## src/rtl/irq_pkg.sv

```systemverilog
// Shared definitions for the interrupt controller: register map, FSM states, ID width.
package irq_pkg;

    localparam int unsigned ID_W = 5;

    // Register select values taken from bus_addr_i[3:2]
    localparam logic [1:0] REG_ENABLE  = 2'd0;
    localparam logic [1:0] REG_PENDING = 2'd1;
    localparam logic [1:0] REG_TRIGGER = 2'd2;
    localparam logic [1:0] REG_CLAIM   = 2'd3;

    typedef enum logic [1:0] {
        ST_IDLE       = 2'd0,
        ST_ASSERT     = 2'd1,
        ST_IN_SERVICE = 2'd2
    } irq_state_t;

endpackage

```

## src/rtl/irq_prio_enc.sv

```systemverilog
// Fixed-priority encoder: lowest set bit wins, source i reports ID i+1, 0 when empty.
module irq_prio_enc
    import irq_pkg::*;
#(
    parameter int unsigned N_SRC = 8
) (
    input  logic [N_SRC-1:0] req_i,
    output logic [ID_W-1:0]  id_o
);

    // Scan from the top so the lowest index is written last and wins
    always_comb begin
        id_o = '0;
        for (int unsigned i = 0; i < N_SRC; i++) begin
            if (req_i[N_SRC-1-i]) begin
                id_o = ID_W'(N_SRC - i);
            end
        end
    end

endmodule

```

## src/rtl/irq_controller.sv

```systemverilog
// Single-target interrupt controller: synchronized sources, edge/level pending,
// fixed priority, claim/complete handshake and a small register bus.
module irq_controller
    import irq_pkg::*;
#(
    parameter int unsigned N_SRC = 8
) (
    input  logic             clk_i,
    input  logic             reset_i,
    input  logic [N_SRC-1:0] irq_src_i,
    output logic             meip_o,
    input  logic             ack_i,
    input  logic             bus_req_i,
    input  logic             bus_we_i,
    input  logic [3:0]       bus_addr_i,
    input  logic [31:0]      bus_wdata_i,
    output logic [31:0]      bus_rdata_o,
    output logic             bus_ack_o
);

    logic [N_SRC-1:0] sync1_q, sync2_q, sync3_q;
    logic [N_SRC-1:0] enable_q, trigger_q, pending_q;
    logic [N_SRC-1:0] active, rise, claim_clr;
    logic [ID_W-1:0]  top_id, claim_id_q;
    logic [31:0]      rdata_mux;
    logic             reg_wr, complete_wr;
    irq_state_t       state_q;
    logic             unused_ok;

    assign unused_ok   = ^{bus_addr_i[1:0], bus_wdata_i};
    assign reg_wr      = bus_req_i & bus_we_i;
    assign complete_wr = reg_wr && (bus_addr_i[3:2] == REG_CLAIM);
    assign active      = pending_q & enable_q;
    assign rise        = sync2_q & ~sync3_q;

    irq_prio_enc #(.N_SRC(N_SRC)) u_prio (
        .req_i (active),
        .id_o  (top_id)
    );

    always_comb begin
        claim_clr = '0;
        if (state_q == ST_ASSERT && ack_i) begin
            for (int unsigned i = 0; i < N_SRC; i++) begin
                if (top_id == ID_W'(i + 1)) begin
                    claim_clr[i] = 1'b1;
                end
            end
        end
    end

    // sync3_q only remembers the previous synchronized value for edge detection
    always_ff @(posedge clk_i or negedge reset_i) begin
        if (!reset_i) begin
            sync1_q <= '0;
            sync2_q <= '0;
            sync3_q <= '0;
        end else begin
            sync1_q <= irq_src_i;
            sync2_q <= sync1_q;
            sync3_q <= sync2_q;
        end
    end

    // Edge bits: a new rise beats a same-cycle claim. Level bits track the line.
    always_ff @(posedge clk_i or negedge reset_i) begin
        if (!reset_i) begin
            pending_q <= '0;
        end else begin
            pending_q <= (trigger_q & (rise | (pending_q & ~claim_clr)))
                       | (~trigger_q & sync2_q);
        end
    end

    always_ff @(posedge clk_i or negedge reset_i) begin
        if (!reset_i) begin
            enable_q  <= '0;
            trigger_q <= '0;
        end else if (reg_wr) begin
            if (bus_addr_i[3:2] == REG_ENABLE)  enable_q  <= bus_wdata_i[N_SRC-1:0];
            if (bus_addr_i[3:2] == REG_TRIGGER) trigger_q <= bus_wdata_i[N_SRC-1:0];
        end
    end

    always_comb begin
        rdata_mux = '0;
        unique case (bus_addr_i[3:2])
            REG_ENABLE:  rdata_mux = 32'(enable_q);
            REG_PENDING: rdata_mux = 32'(pending_q);
            REG_TRIGGER: rdata_mux = 32'(trigger_q);
            REG_CLAIM:   rdata_mux = 32'(claim_id_q);
            default:     rdata_mux = '0;
        endcase
    end

    always_ff @(posedge clk_i or negedge reset_i) begin
        if (!reset_i) begin
            bus_ack_o   <= 1'b0;
            bus_rdata_o <= '0;
        end else begin
            bus_ack_o   <= bus_req_i;
            bus_rdata_o <= (bus_req_i && !bus_we_i) ? rdata_mux : '0;
        end
    end

    always_ff @(posedge clk_i or negedge reset_i) begin
        if (!reset_i) begin
            state_q    <= ST_IDLE;
            meip_o     <= 1'b0;
            claim_id_q <= '0;
        end else begin
            unique case (state_q)
                ST_IDLE: begin
                    if (active != '0) begin
                        state_q <= ST_ASSERT;
                        meip_o  <= 1'b1;
                    end
                end
                ST_ASSERT: begin
                    if (ack_i) begin
                        claim_id_q <= top_id;
                        state_q    <= ST_IN_SERVICE;
                        meip_o     <= 1'b0;
                    end else if (active == '0) begin
                        state_q <= ST_IDLE;
                        meip_o  <= 1'b0;
                    end
                end
                ST_IN_SERVICE: begin
                    meip_o <= 1'b0;
                    if (complete_wr && bus_wdata_i[ID_W-1:0] == claim_id_q) begin
                        state_q    <= ST_IDLE;
                        claim_id_q <= '0;
                    end
                end
                default: begin
                    state_q <= ST_IDLE;
                    meip_o  <= 1'b0;
                end
            endcase
        end
    end

endmodule

```

## config.mk

```make
export PLATFORM = sky130hd
export DESIGN_NAME = irq_controller
export DESIGN_NICKNAME = d
export VERILOG_FILES = /design/src/rtl/irq_pkg.sv /design/src/rtl/irq_prio_enc.sv /design/src/rtl/irq_controller.sv
export SDC_FILE = /design/constraint.sdc
export NUM_CORES = 1
export LEC_CHECK = 0
export ABC_AREA = 1
export ABC_CLOCK_PERIOD_IN_PS = 3000
export BUFFER_PORTS_ARGS = -buffer_cell sky130_fd_sc_hd__buf_2
export CAP_MARGIN = 15
export CORE_ASPECT_RATIO = 0.8
export CORE_UTILIZATION = 41
export CTS_CLUSTER_SIZE = 40
export DETAILED_ROUTE_END_ITERATION = 10
export GPL_TIMING_DRIVEN = 0
export HOLD_SLACK_MARGIN = 0.02
export PLACE_DENSITY = 0.62
export SLEW_MARGIN = 20
export SYNTH_ARGS = -nofsm -noshare
export SYNTH_HDL_FRONTEND = slang
export SYNTH_SLANG_ARGS = --single-unit
```

## constraint.sdc

```tcl
create_clock -name clk_i -period 3 [get_ports clk_i]
set_input_delay 0.15 -clock clk_i [delete_from_list [all_inputs] [get_ports clk_i]]
set_output_delay 0.15 -clock clk_i [all_outputs]
set_load 0.01 [all_outputs]
```

==> flow_metrics.py <==
metrics = {
    "power_and_ir_drop": {
        "p_leak_nw": 1.88,
        "p_per_area_mw_per_mm2": 631,
        "ir_worst_vdd_mv": 0.268,
    },
    "run": {
        "cap_violations": 0,
    },
    "setup_path": {
        "critical_path_arrival_ns": 1.72,
        "crit_fanout": 5,
        "crit_slowest_cell": "dfrtp_1",
        "cp_slowest_stage_delay_ns": 0.40,
        "required_ns": 3.23,
        "crit_chain": "nand2_1 -> inv_1 -> nor2_2 -> o21ai_1 -> nor2_2 -> nand3_1 -> nand3_1 -> nand2_1",
        "critical-path-top-delay-family": "simple AND/OR/NAND/NOR gates",
        "path_class": "reg2reg",
        "critPathBufInv": 1,
        "worstSetupEndpointType": "flop",
        "startpoint_type": "flop",
    },
    "die": {
        "die-area_mm2": 0.00712,
        "die_w_um": 94.1,
        "boundaryPins": 83,
        "fp.dieH_um": 75.7,
        "initial_utilization_pct": 43.0,
        "core-area_mm2": 0.00647,
        "num_rows": 26,
    },
    "place": {
        "place_congestion": 0.942,
        "dpl.hpwl_mm": 3.87,
        "port_buffers": 32,
    },
    "grt": {
        "grt_pass1_wl_mm": 9.23,
        "busiest_layer": "met2",
        "gr-usage-met1_pct": 22.4,
        "grtUsageTotal_pct": 17.8,
        "met2_usage_pct": 29.2,
        "grt_util_met3_pct": 6.59,
        "grt_max_degree": 54,
        "grt_pass1_vias": 2005,
        "grt_overflow": 0,
        "antenna_found_initial": 0,
    },
    "sta": {
        "whs_ns": 0.0713,
        "slew_violations": 0,
        "finalSetupTns_ns": 0,
        "fin_skew_ns": 0.00663,
        "slew-limit-headroom_pct": 64.6,
        "fmax_ghz": 0.671,
        "grt_setup_unrepaired": "no",
        "fin_crit_ns": 1.49,
        "final_hold_viol_count": 0,
        "setup_violations": 0,
        "fin_crit_sh_pct": 49.7,
        "worstMarginPinSlew_ns": 0.529,
    },
    "clock_network": {
        "h-tree-depth": 3,
        "cts_max_path_buffers": 2,
        "root_buffer": "clkbuf_8",
        "cts_made_buffers": 9,
        "cts_tree": "done",
        "clock-sinks": 64,
        "clkLatencyLatePin_ns": 0.34,
        "path_clk_slew_ns": 0.07,
    },
    "detailed_routing": {
        "vias": 2105,
        "drtIter0Drc": 170,
        "drt-pass1-iter-count": 4,
        "routed_via_density": 4.42,
        "drt-total-wl_mm": 5.51,
        "ant_nets": 0,
        "routedWlPerCell_um": 11.6,
        "drt_drc_violations_left": 0,
    },
    "min_path": {
        "hold_class": "in2reg",
    },
    "final_layout": {
        "nets": 436,
        "antenna_cells": 0,
        "syn_to_final_growth_pct": 23.9,
        "final_common_cell": "nand2_1",
        "drive_gt1_share_pct": 23.5,
        "layout_common_cells": "115 x nand2_1, 64 x dfrtp_1, 32 x inv_1, 32 x buf_2, 25 x buf_4",
    },
    "synth": {
        "synthFlopType": "dfrtp_1",
        "yosys_warnings": 0,
        "synthDistinctLibCells": 24,
        "syn_area_per_cell_um2": 8.98,
        "synth_top_cell_by_area": "dfrtp_1",
        "async_reset_ff_share_pct": 100,
        "synthCells": 310,
        "synth_top_area_share_pct": 57.6,
        "synth_edf_count": 0,
        "synth_seq_cells": 64,
        "synth_area_leaders": "dfrtp_1 58%, nand2_1 16%, buf_4 6.5%",
        "yosysSeqAreaShare_pct": 57.6,
        "synth_area_mm2": 0.00278,
    },
    "outcome": {
        "outcome": "completed",
    },
}
[layout make-up]
class | instances | area, um2
fill | 618 | 3030
timing repair buffer | 43 | 290
clock inverter | 3 | 15.0
tap | 84 | 105
multi-input combinational | 209 | 943
buffer | 27 | 200
sequential | 64 | 1600
inverter | 33 | 124
clock buffer | 13 | 169
[per-stage QoR]
stage | instances | util (%) | instance area [um2] | worst slack (ns) | total power [mW]
after floorplan | 333 | - | 2870 | 1.77 | 1.38
after global placement | 449 | 48.4 | 3130 | 1.54 | 1.49
final | 476 | 53.3 | 3450 | 1.51 | 2.18
after detailed placement | 450 | 48.9 | 3160 | 1.54 | 1.51
after CTS | 476 | 53.3 | 3450 | 1.52 | 2.20
after global routing | 476 | 53.3 | 3450 | 1.33 | 2.33
[worst reg2reg max path: stages, from the launching register on]
cell	delay, ns
dfrtp_1	0.40
nand2_1	0.20
inv_1	0.08
nor2_2	0.15
o21ai_1	0.13
nor2_2	0.17
nand3_1	0.12
nand3_1	0.09
nand2_1	0.05
[synth_stat cells (2+ instances only)]
library cell	n
a41oi_1	4
buf_4	24
dfrtp_1	64
inv_1	32
nand2_1	115
nand2_2	2
nand3_1	17
nor2_1	8
nor2_2	3
nor2_4	2
o21ai_0	15
o21ai_1	5
o21ai_2	8
[cells by family after synthesis]
family	share of synthesized area [%]
other	0.135
flip-flops	57.6
AND/OR/NAND/NOR	22.5
buffers and inverters	11.6
AO/OA/AOI/OAI	8.14
[power breakdown]
part	leakage (nW)	internal, mW	switching, mW	total (mW)
Sequential	0.784	0.984	0.0897	1.07
Combinational	1.00	0.168	0.258	0.426
Clock	0.0992	0.363	0.314	0.677
Total	1.88	1.52	0.662	2.18
[per-layer routing]
| layer | vias to the layer above | share of wire [%] |
|---|---|---|
| li1 | 1083 | - |
| met1 | 962 | 46 |
| met2 | 52 | 47 |
| met3 | 8 | 5.8 |
| met4 | 0 | 1.1 |
| met5 | - | 0 |
[repair_timing]
| item | 4_1_cts | 5_1_grt |
|---|---|---|
| resized for setup | 0 | 0 |
| hold buffers | 10 | 0 |
| setup buffers | 0 | 0 |
| hold endpoints to repair | 73 | 0 |
[registers in the layout, indices dropped and copies added (netlist names)]
| register | cells |
|---|---|
| pending_q | 8 |
| trigger_q | 8 |
| enable_q | 8 |
| sync3_q | 8 |
| meip_o | 1 |
| state_q | 2 |
| sync2_q | 8 |
| bus_rdata_o | 8 |
| bus_ack_o | 1 |
| claim_id_q | 4 |
| sync1_q | 8 |
[path summary, 6_finish.rpt]
kind / startpoint / cells after the start / slack [ns] / endpoint
worst min-delay path: bus_wdata_i[5] / 3 / 0.07 / trigger_q[5]
worst max-delay path: pending_q[0] / 8 / 1.51 / pending_q[5]
worst min register to register: sync1_q[0] / 0 / 0.35 / sync2_q[0]
worst max register to register: pending_q[0] / 8 / 1.51 / pending_q[5]
max in group asynchronous: reset_i / 3 / 2.30 / bus_rdata_o[2]
min in group asynchronous: reset_i / 2 / 0.20 / enable_q[0]
Note: power is estimated with default switching activity, not from simulation.
